`src/rtl/rr_grant_encoder_pkg.sv`:
```
// Shared types and sizes for the 8-way round-robin grant encoder.
// Combinational content only; no latency or backpressure of its own.
package rr_grant_encoder_pkg;

  localparam int N_REQ = 8;
  localparam int IDX_W = 3;

  typedef enum logic {
    ST_IDLE = 1'b0,
    ST_BUSY = 1'b1
  } state_t;

endpackage

```
`src/rtl/rr_grant_encoder_if.sv`:
```
// Request/release inputs and registered grant outputs of the round-robin encoder.
// master drives req/done and observes the grant; slave is the arbiter side.
interface rr_grant_encoder_if;

  logic [rr_grant_encoder_pkg::N_REQ-1:0] req;
  logic                                   done;
  logic                                   grant_valid;
  logic [rr_grant_encoder_pkg::IDX_W-1:0] grant_idx;
  logic                                   timeout;

  modport master (
    output req, done,
    input  grant_valid, grant_idx, timeout
  );

  modport slave (
    input  req, done,
    output grant_valid, grant_idx, timeout
  );

endinterface

```
`src/rtl/rr_grant_encoder_pick8.sv`:
```
// Finds the first set request at or after ptr with wrap; purely combinational.
// No state, so no latency and no backpressure.
module rr_pick8
  import rr_grant_encoder_pkg::*;
(
  input  logic [N_REQ-1:0] req,
  input  logic [IDX_W-1:0] ptr,
  output logic             any,
  output logic [IDX_W-1:0] idx
);

  logic [N_REQ-1:0] rot;
  logic [IDX_W-1:0] off;

  // Rotate so the ptr position lands in bit 0, then search LSB-first.
  assign rot = N_REQ'({req, req} >> ptr);

  always_comb begin
    off = '0;
    for (int i = N_REQ - 1; i >= 0; i--) begin
      if (rot[i]) off = IDX_W'(i);
    end
  end

  assign idx = off + ptr;
  assign any = |req;

endmodule

```
`src/rtl/rr_grant_encoder.sv`:
```
// Round-robin 8-way grant encoder; grant appears 1 cycle after req is sampled.
// No backpressure: the owner releases via done or dropping req, else the hold timeout revokes it.
module rr_grant_encoder
  import rr_grant_encoder_pkg::*;
#(
  parameter int MAX_HOLD = 16,
  parameter int CNT_W    = 5
) (
  input  logic              clk,
  input  logic              rst_n,
  rr_grant_encoder_if.slave bus
);

  localparam bit               TO_EN     = (MAX_HOLD != 0);
  localparam logic [CNT_W-1:0] HOLD_LAST = CNT_W'(TO_EN ? MAX_HOLD - 1 : 0);

  state_t           state;
  logic [IDX_W-1:0] ptr;
  logic [CNT_W-1:0] hold_cnt;
  logic             pick_any;
  logic [IDX_W-1:0] pick_idx;
  logic             owner_req;
  logic             expired;
  logic             release_now;

  rr_pick8 u_pick (
    .req (bus.req),
    .ptr (ptr),
    .any (pick_any),
    .idx (pick_idx)
  );

  assign owner_req   = bus.req[bus.grant_idx];
  assign expired     = TO_EN && (hold_cnt == HOLD_LAST);
  assign release_now = bus.done || !owner_req || expired;

  always_ff @(posedge clk or negedge rst_n) begin
    if (!rst_n) begin
      state           <= ST_IDLE;
      ptr             <= '0;
      hold_cnt        <= '0;
      bus.grant_valid <= 1'b0;
      bus.grant_idx   <= '0;
      bus.timeout     <= 1'b0;
    end else begin
      bus.timeout <= 1'b0;
      case (state)
        ST_IDLE: begin
          if (pick_any) begin
            bus.grant_idx   <= pick_idx;
            bus.grant_valid <= 1'b1;
            hold_cnt        <= '0;
            state           <= ST_BUSY;
          end
        end
        ST_BUSY: begin
          if (release_now) begin
            // Returning to IDLE forces one idle cycle before any regrant.
            bus.grant_valid <= 1'b0;
            ptr             <= bus.grant_idx + IDX_W'(1);
            bus.timeout     <= expired && !bus.done && owner_req;
            state           <= ST_IDLE;
          end else begin
            hold_cnt <= hold_cnt + CNT_W'(1);
          end
        end
        default: state <= ST_IDLE;
      endcase
    end
  end

endmodule
```
`src/flat_wrapper.sv`:
```
// flat-port wrapper written by rule: the top's interface ports become plain ports
module rr_grant_encoder_flat import rr_grant_encoder_pkg::*;
#(
  parameter int MAX_HOLD = 16,
  parameter int CNT_W    = 5
)
  (clk, rst_n, bus_req, bus_done, bus_grant_valid, bus_grant_idx, bus_timeout);
  rr_grant_encoder_if bus_i ();
  input  logic clk;
  input  logic rst_n;
  input wire logic [$bits(bus_i.req)-1:0] bus_req;
  input wire logic [$bits(bus_i.done)-1:0] bus_done;
  output wire logic [$bits(bus_i.grant_valid)-1:0] bus_grant_valid;
  output wire logic [$bits(bus_i.grant_idx)-1:0] bus_grant_idx;
  output wire logic [$bits(bus_i.timeout)-1:0] bus_timeout;
  assign bus_i.req = bus_req;
  assign bus_i.done = bus_done;
  assign bus_grant_valid = bus_i.grant_valid;
  assign bus_grant_idx = bus_i.grant_idx;
  assign bus_timeout = bus_i.timeout;
  rr_grant_encoder #(.MAX_HOLD(MAX_HOLD), .CNT_W(CNT_W)) u_core (.clk(clk), .rst_n(rst_n), .bus(bus_i));
endmodule
```
`config.mk`:
```
export PLATFORM = sky130hd
export DESIGN_NAME = rr_grant_encoder_flat
export DESIGN_NICKNAME = d
export VERILOG_FILES = /design/src/rtl/rr_grant_encoder_pkg.sv /design/src/rtl/rr_grant_encoder_if.sv /design/src/rtl/rr_grant_encoder_pick8.sv /design/src/rtl/rr_grant_encoder.sv /design/src/flat_wrapper.sv
export SDC_FILE = /design/constraint.sdc
export NUM_CORES = 1
export LEC_CHECK = 0
export CAP_MARGIN = 20
export CORE_ASPECT_RATIO = 0.7
export CORE_UTILIZATION = 38
export CTS_CLUSTER_SIZE = 24
export DETAILED_ROUTE_END_ITERATION = 7
export PLACE_DENSITY_LB_ADDON = 0.05
export SLEW_MARGIN = 20
export SYNTH_ARGS = -nofsm -noshare
export SYNTH_HDL_FRONTEND = slang
export SYNTH_SLANG_ARGS = --single-unit
```
`constraint.sdc`:
```
create_clock -name clk -period 4.75 [get_ports clk]
set_clock_uncertainty 0.1 [all_clocks]
set_input_delay 0.475 -clock clk [delete_from_list [all_inputs] [get_ports clk]]
set_output_delay 0.475 -clock clk [all_outputs]
set_load 0.01 [all_outputs]
```
==> results of run 1 <==
metrics by stage:
stage                     util [%]  hold slack [ps]  total power (µW)  std cells  worst slack (ps)
after floorplan                  -             79.4               531        140              2080
after global placement        46.4              384               643        183              1640
after detailed placement      46.4              400               649        183              1480
after CTS                     47.9              412               748        186              1710
after global routing          47.9              456               818        186              1610
final                         47.9              412               747        186              1710
cell type report:
class	count	area, µm²
clock buffers	3	41.3
fillers	290	1490
inverters	13	48.8
multi-input cells	105	734
flip-flops and latches	14	350
well taps	36	45.0
repair buffers	15	150
path summary, 6_finish.rpt:
kind	slack [ps]	to	cells past startpoint
max	1710	u_core.bus.grant_idx[2]$_DFFE_PN0P_	9
min	410	u_core.bus.grant_valid$_DFFE_PN0P_	2
max reg2reg	1800	u_core.bus.grant_idx[2]$_DFFE_PN0P_	8
min reg2reg	410	u_core.bus.grant_valid$_DFFE_PN0P_	2
max in group asynchronous	3600	u_core.hold_cnt[3]$_DFFE_PN0P_	1
min in group asynchronous	530	u_core.bus.timeout$_DFF_PN0_	1
flip-flops by register name, summed over array words and instances, names as in the netlist:
register / count
u_core.state: 1
u_core.bus.grant_idx: 3
u_core.bus.timeout: 1
u_core.bus.grant_valid: 1
u_core.ptr: 3
u_core.hold_cnt: 5
routing by layer:
layer	track usage [%]	up-vias	wire (µm)
li1	-	534	-
met1	31.3	534	1570
met2	25.8	31	1170
met3	5.90	2	173
met4	3.13	0	10
met5	0	-	0
cell usage after synthesis, drive strengths merged, types with 2 or more instances:
| cell type | number |
|---|---|
| mux2i | 2 |
| ha | 4 |
| o21ai | 10 |
| buf | 4 |
| o21a | 3 |
| inv | 12 |
| nand2 | 18 |
| nor2b | 2 |
| a21oi | 11 |
| xnor2 | 3 |
| nand2b | 2 |
| a31oi | 3 |
| dfrtp | 14 |
| o211ai | 3 |
| nand3 | 4 |
| nor2 | 6 |
| a211o | 2 |
| clkbuf | 4 |
| mux4 | 3 |
| o2111ai | 4 |
| nor3 | 6 |
critical path: stages:
cell and delay (ps):
sky130_fd_sc_hd__clkdlybuf4s50_1 570, sky130_fd_sc_hd__nor2b_1 230, sky130_fd_sc_hd__a211o_1 380, sky130_fd_sc_hd__a2111oi_0 430, sky130_fd_sc_hd__nor3_1 130, sky130_fd_sc_hd__fa_1 420, sky130_fd_sc_hd__xnor2_1 200, sky130_fd_sc_hd__xnor2_1 150
sky130_fd_sc_hd__o21ai_1 70
logic make-up after synthesis:
logic type,count (synthesis)
adders and majority gates,5
DFF,14
AOI/OAI and AO/OA,46
xor gates and xnor gates,4
buffers and inverters,21
and+or+nand+nor,45
muxes,5
where the power goes:
part | switching [µW] | leakage, µW | internal, µW | total [µW]
logic | 212 | 0.000364 | 189 | 401
registers | 88.9 | 0.000178 | 162 | 251
clock network | 38.9 | 0.0000216 | 55.9 | 94.8
==> impl.org, run 1 <==
** Status
- Outcome :: completed

** Setup path
- Of all nets on the critical path, the largest fanout is 9.
- Start-to-end type of the worst setup path :: in2reg
- Required time at the worst-slack endpoint :: 4770 ps
- Data arrival at the endpoint of the critical path :: 3060 ps
- Nature of the critical path endpoint :: flop
- Source of the critical timing path :: bus_req[0]
- The startpoint identified for the worst register-to-register timing path is u_core.ptr[0]$_DFFE_PN0P_.
- Startpoint type of the worst setup path :: primary input

** Synthesis
- After Yosys synthesis, and, or, nand and nor cells account for 18.6% of the synthesized area.
- Part of the Yosys area used for sequential elements :: 29.9%
- In this run, synthesis produced a sequential element count of 14.
- Dominant cells by area after synthesis :: sky130_fd_sc_hd__dfrtp_1 30%, sky130_fd_sc_hd__nand2_1 5.8%, sky130_fd_sc_hd__a21oi_1 4.7%
- Post-synthesis cell area :: 1170 µm²
- Number of instances in the synthesized netlist :: 140
- Compound-Gate Fraction of Synth Area :: 27.3%
- Summing the areas of all xor and xnor instances in the mapped netlist gives 2.99% of the synthesized area.
- Arithmetic-cell share of the synthesized area counting full adders, half adders and majority gates :: 5.97%
- A synthesized cell averages 8.38 µm².
- Counting distinct cell types in the post-synthesis netlist gives 46.
- Number of synthesis warnings :: 0
- Multiplexer cells account for 7.78% of the synthesized area.
- For this run, asynchronously set or reset flops after synthesis account for 100%.
- Largest family of logic cells by synthesized area :: compound AO/OA/AOI/OAI gates
- For this run, the leading register cell type out of synthesis is sky130_fd_sc_hd__dfrtp_1.
- Synthesis produced a netlist with a net count of 156.
- Top cell type by total area after synthesis :: sky130_fd_sc_hd__dfrtp_1
- After synthesis, the largest area contributor takes up 29.9% of total cell area.
- Number of synthesized flops with an enable pin :: 0

** Route
- In the routed design, unresolved DRC markers number 0.
- The final layout contains routed wiring with a total length of 2920 µm.
- The detailed router finished its first iteration with 64 violations.
- In the final routed layout, each cell accounts on average for 15.7 µm.
- Using the TritonRoute via totals, the vias-per-cell ratio works out to 5.92.
- The final route contains 1,101 vias.
- Iteration count of the initial detailed-routing pass :: 4
- Antenna violation net count after detailed routing :: 0

** Timing
- Max Clk Rate :: 329 MHz
- At the pin with the least slew margin, the transition time is 703 ps.
- Final Critical Period :: 3040 ps
- The number of pins exceeding their max-slew limit in the final report was 0.
- Number of setup violations in the final report :: 0
- Setup repair after global routing left no endpoint under its margin.
- Period utilisation layout :: 64.1%
- Hold violation total from the final report :: 0
- In this run the tightest slew margin relative to its limit is 53.2%.
- Total negative slack for setup checks :: 0 ps

** Die
- Core Region :: 2860 µm²
- Total Die Area :: 3320 µm²
- Floorplan row count :: 16
- DIE HEIGHT :: 48.5 µm
- In this run the count of I/O pins placed on the die edge is 16.
- Once the floorplan was initialized, standard cells occupied 41.0% of the core.
- Chip width :: 68.4 µm

** Clock tree
- Total CTS buffers :: 3
- Clock latency on the worst-skew pair, taken at its later pin, is 240 ps.
- In this run the number of H-tree levels came out at 1.
- Once the clock tree was built, the resizer swapped 0 gates to a different size.
- CTS Root Cell :: sky130_fd_sc_hd__clkbuf_8
- For this design, the CTS-stage hold fixing added 0 buffers.
- Clock edge transition at the registers on the reported setup and hold paths :: 60 ps
- TritonCTS built the clock tree.
- Once the clock tree was built, the setup fixing pass inserted 0 buffers.
- The tree built by TritonCTS fans out to 14 sinks.
- Clock Path Buffers :: 2

** Cells and area
- Most common cell after layout, fill and taps aside :: sky130_fd_sc_hd__nand2_1
- Number of diodes added for antenna fixing :: 0
- Post-route cell area :: 1370 µm²
- Most used cells in the layout excluding fill and tap cells :: 18 x sky130_fd_sc_hd__nand2_1, 15 x sky130_fd_sc_hd__clkdlybuf4s50_1, 14 x sky130_fd_sc_hd__dfrtp_1
- At the end of the flow, the number of nets in the layout was 168.
- Layout area overhead :: 16.7%
- The post-route netlist has 5.33% of its cells at a drive strength greater than 1.

** Placed design
- Area post-placement :: 1330 µm²
- Placer Congestion :: 0.844
- Detail Placement HPWL :: 2120 µm
- Input and output buffers added on the ports amount to 15.

** Global route
- Entering global routing, the biggest net connects 23 pins.
- Global-route congestion overflow total :: 0
- The number of antenna violations at the first check in global routing was 0.
- Total routing resource utilization after global routing :: 19.6%
- Via count of the first global-routing pass :: 997
- Global-route wire length before repair :: 4800 µm

** Power and ir drop
- Power spread over the standard cell area amounts to 545 nW/µm².
- Leakage power :: 0.000564 µW
- Across the VDD grid, the largest voltage drop is 0.291 mV.

** Worst hold path
- Hold path startpoint :: u_core.bus.grant_valid$_DFFE_PN0P_
- HP Class :: reg2reg

** Flow run
- Maxcap violations :: 0
Power figures use the tool's default switching activity.
==> run 2: changes to the inputs <==
==> constraint.sdc (replaced) <==
create_clock -name clk -period 2.55 [get_ports clk]
set_clock_uncertainty 0.1 [all_clocks]
set_input_delay 0.255 -clock clk [delete_from_list [all_inputs] [get_ports clk]]
set_output_delay 0.255 -clock clk [all_outputs]
set_load 0.01 [all_outputs]
==> impl.org, run 2 (same netlist as run 1, synthesis figures left out) <==
** Global route
- Via count of the first global-routing pass :: 1,140 (was 997)
- Global-route wire length before repair :: 5270 µm (was 4800 µm)
- Total routing resource utilization after global routing :: 21.5% (was 19.6%)
- Maximum number of pins on one net before global-route repair :: 23 (unchanged)
- Global-route congestion overflow total :: 0 (unchanged)
- The number of antenna violations at the first check in global routing came to 0 (unchanged).

** Clock tree
- Total CTS buffers :: 3 (unchanged)
- Number of clock sinks :: 14 (unchanged)
- The TritonCTS clock tree is done (unchanged).
- CTS H-tree lvls :: 1 (unchanged)
- The clock insertion delay at the later pin of the skew report was 240 ps (about the same).
- Post-CTS Setup Bufs :: 0 (unchanged)
- Clock edge transition at the registers on the reported setup and hold paths :: 60 ps (about the same)
- The maximum buffer depth of the clock tree was 2 (unchanged).
- CTS Root Cell :: sky130_fd_sc_hd__clkbuf_8 (unchanged)

** Timing
- Slack of the critical path :: 63.5 ps (was 1710 ps)
- The number of pins exceeding their max-slew limit in the final report was 0 (unchanged).
- The actual transition at the worst max-transition pin was 625 ps (was 703 ps).
- Relative slew margins :: 58.2% (was 53.2%)
- Based on the critical path, the design can be clocked at up to 402 MHz.
- Hold violation total from the final report :: 0 (unchanged)
- Final Critical Period :: 2490 ps
- After layout, the worst path uses 97.5% of the clock period.
- The number of failing setup endpoints in the final timing report was 0 (unchanged).
- The hold slack is 299 ps (was 412 ps).

** Setup path
- The sort of element at the end of the critical path was a flop (unchanged).
- Start-to-end type of the worst setup path :: in2reg (unchanged)
- The standard cell with the maximum stage delay on the critical path was sky130_fd_sc_hd__clkdlybuf4s50_1 (unchanged).
- The data required time at the worst endpoint came to 2580 ps (was 4770 ps).
- CP Cell Sequence :: clkdlybuf4s50_1 > inv_2 > o21a_1 > mux4_2 > o211ai_1 > nand2_1 > ha_2 > inv_2 > fa_2 > xnor2_2 > xnor2_1 > o21ai_1 (was clkdlybuf4s50_1 > nor2b_1 > a211o_1 > a2111oi_0 > nor3_1 > fa_1 > xnor2_1 > xnor2_1 > o21ai_1)
- The critical register-to-register path startpoint is u_core.ptr[0]$_DFFE_PN0P_ (unchanged).
- Worst stage delay on the critical path :: 490 ps (was 570 ps)
- Flop-to-flop setup slack :: 90 ps (was 1800 ps)
- Most frequent cell on the critical path :: sky130_fd_sc_hd__inv_2 (was sky130_fd_sc_hd__xnor2_1)
- Worst r2r dst :: u_core.bus.grant_idx[2]$_DFFE_PN0P_ (unchanged)
- The critical path data arrival time is 2510 ps (was 3060 ps).
- Reg2Reg Depth :: 11 (was 8)
- Critical-path maximum fanout :: 4 (was 9)
- The critical path startpoint category is a primary input (unchanged).

** Die
- Floorplan row count :: 16 (unchanged)
- Core Region :: 2860 µm² (unchanged)
- The die outline width is 68.4 µm (unchanged).
- The I/O pin count is 16 (unchanged).
- Starting utilization of the core area :: 41.0% (unchanged)
- The overall die area is 3320 µm² (unchanged).
- DIE HEIGHT :: 48.5 µm (unchanged)

** Flow run
- The reported max-cap violation count came to 0 (unchanged).

** Cells and area
- Number of diodes added for antenna fixing :: 0 (unchanged)
- The flip-flop count of the largest register after layout was 5 (unchanged).
- Share of post-route cells with drive strength above 1 :: 27.5% (was 5.33%)
- The register containing the most flip-flops in the final layout is u_core.hold_cnt (unchanged).
- Most common cell after layout, fill and taps aside :: sky130_fd_sc_hd__buf_4 (was sky130_fd_sc_hd__nand2_1)
- Registers with the most flip-flops: u_core.hold_cnt (5), u_core.bus.grant_idx (3), u_core.ptr (3) (unchanged).
- Post-route cell area :: 1670 µm² (was 1370 µm²)
- The number of nets in the layout is 195 (was 168).
- The area added between synthesis and finish was 42.2% (was 16.7%).
- The number of filler cells placed in the layout came to 255 (was 290).
- The sequential standard cell area was 350 µm² (unchanged).
- Multi-input gate area in the final layout :: 795 µm² (was 734 µm²)
- Most used cells in the layout excluding fill and tap cells :: 26 x sky130_fd_sc_hd__buf_4, 17 x sky130_fd_sc_hd__nand2_1, 14 x sky130_fd_sc_hd__dfrtp_1 (was 18 x sky130_fd_sc_hd__nand2_1, 15 x sky130_fd_sc_hd__clkdlybuf4s50_1, 14 x sky130_fd_sc_hd__dfrtp_1)

** Placed design
- The final estimated routing congestion in global placement came to 0.928 (was 0.844).
- Detail Placement HPWL :: 2480 µm (was 2120 µm)
- The placed standard-cell area came to 1540 µm² (was 1330 µm²).
- The count of buffers inserted at the top-level ports was 15 (unchanged).
- Post-placement worst setup slack :: -316 ps (was 1480 ps)

** Route
- The mean number of vias per cell is 5.72 (was 5.92).
- Iteration count of the initial detailed-routing pass :: 4 (unchanged)
- The remaining antenna violation count after routing is 0 (unchanged).
- Wire length after detailed routing :: 3250 µm (was 2920 µm)
- Wire length per cell after detailed routing :: 15.2 µm (was 15.7 µm)
- The via count was 1,225 (was 1,101).
- Count of unresolved DRC violations after routing :: 0 (unchanged)
- The number of DRC markers in iteration 0 is 85 (was 64).

** Power and ir drop
- The maximum resistive drop on vdd is 0.557 mV (was 0.291 mV).
- Total power density per cell area :: 990 nW/µm² (was 545 nW/µm²)
- The reported leakage power is 0.000765 µW (was 0.000564 µW).

** Worst hold path
- The worst hold-check path type was in2async (was reg2reg).

** Status
- Outcome :: completed (unchanged)
-- run 2: changes by cell type in the layout (fill, tap and decap cells not counted), moves of 2 or more --
| cell | before | now |
|---|---|---|
| sky130_fd_sc_hd__buf_4 | 0 | 26 |
| sky130_fd_sc_hd__clkdlybuf4s50_1 | 15 | 8 |
| sky130_fd_sc_hd__dlygate4sd2_1 | 0 | 2 |
| sky130_fd_sc_hd__dlymetal6s2s_1 | 0 | 5 |
| sky130_fd_sc_hd__inv_1 | 12 | 10 |
| sky130_fd_sc_hd__inv_2 | 0 | 2 |
| sky130_fd_sc_hd__nor3_1 | 6 | 4 |
| sky130_fd_sc_hd__nor3_2 | 0 | 2 |
| sky130_fd_sc_hd__o21ai_0 | 9 | 7 |
| sky130_fd_sc_hd__o21ai_1 | 1 | 3 |
-- run 2: worst max-delay path: cells and delay by family --
family / cells / cell delay, ps
adders and majority gates: 2 / 390
AOI/OAI and AO/OA: 3 / 460
buffers and inverters: 3 / 610
and+or+nand+nor: 1 / 80
muxes: 1 / 460
xor gates and xnor gates: 2 / 240
-- run 2: metal layers --
metal	routed length [µm]	global-route usage, %
met5	0	0
met4	0	2.43
met1	1590	32.6
met2	1380	29.4
met3	278	8.25
-- run 2: final cells by class --
type,instances,area share (%)
Clock buffer,4,3.30
Timing Repair Buffer,42,22.5
Tap cell,36,2.70
Sequential cell,14,21.0
Inverter,13,2.92
Multi-Input combinational cell,105,47.6
-- run 2: through the flow --
step	setup TNS [ps]	power (µW)	cells	util (%)
2_1_floorplan	0	990	140	-
3_3_place_gp	-483	1330	210	53.9
3_5_place_dp	-572	1340	210	53.9
4_1_cts	0	1560	214	56.0
5_1_grt	-9.36	1790	214	58.3
6_report	0	1650	214	58.3
-- run 2: worst max path at each step --
stage / slack (ps) / start / end / cells after the start
final: 60 / bus_req[1] / u_core.bus.grant_idx[2]$_DFFE_PN0P_ / 12
after global routing: -9 / u_core.ptr[0]$_DFFE_PN0P_ / u_core.bus.grant_idx[2]$_DFFE_PN0P_ / 10
after CTS: 3 / bus_req[7] / u_core.bus.grant_idx[1]$_DFFE_PN0P_ / 10
after detailed placement: -320 / bus_req[2] / u_core.bus.grant_idx[2]$_DFFE_PN0P_ / 9
after global placement: -240 / bus_req[2] / u_core.bus.grant_idx[1]$_DFFE_PN0P_ / 9
after floorplan: 7 / u_core.ptr[0]$_DFFE_PN0P_ / u_core.bus.grant_idx[1]$_DFFE_PN0P_ / 9
-- run 2: timing repair --
item / 4_1_cts / 5_1_grt
resized for setup: 4 / 20
pin swaps: 0 / 4
setup endpoints to repair: 2 / 2
hold buffers: 0 / 0
-- run 2: power by group --
group          switching, µW  internal [µW]
clock network           77.8            137
registers                107            304
logic                    529            498
total                    714            938
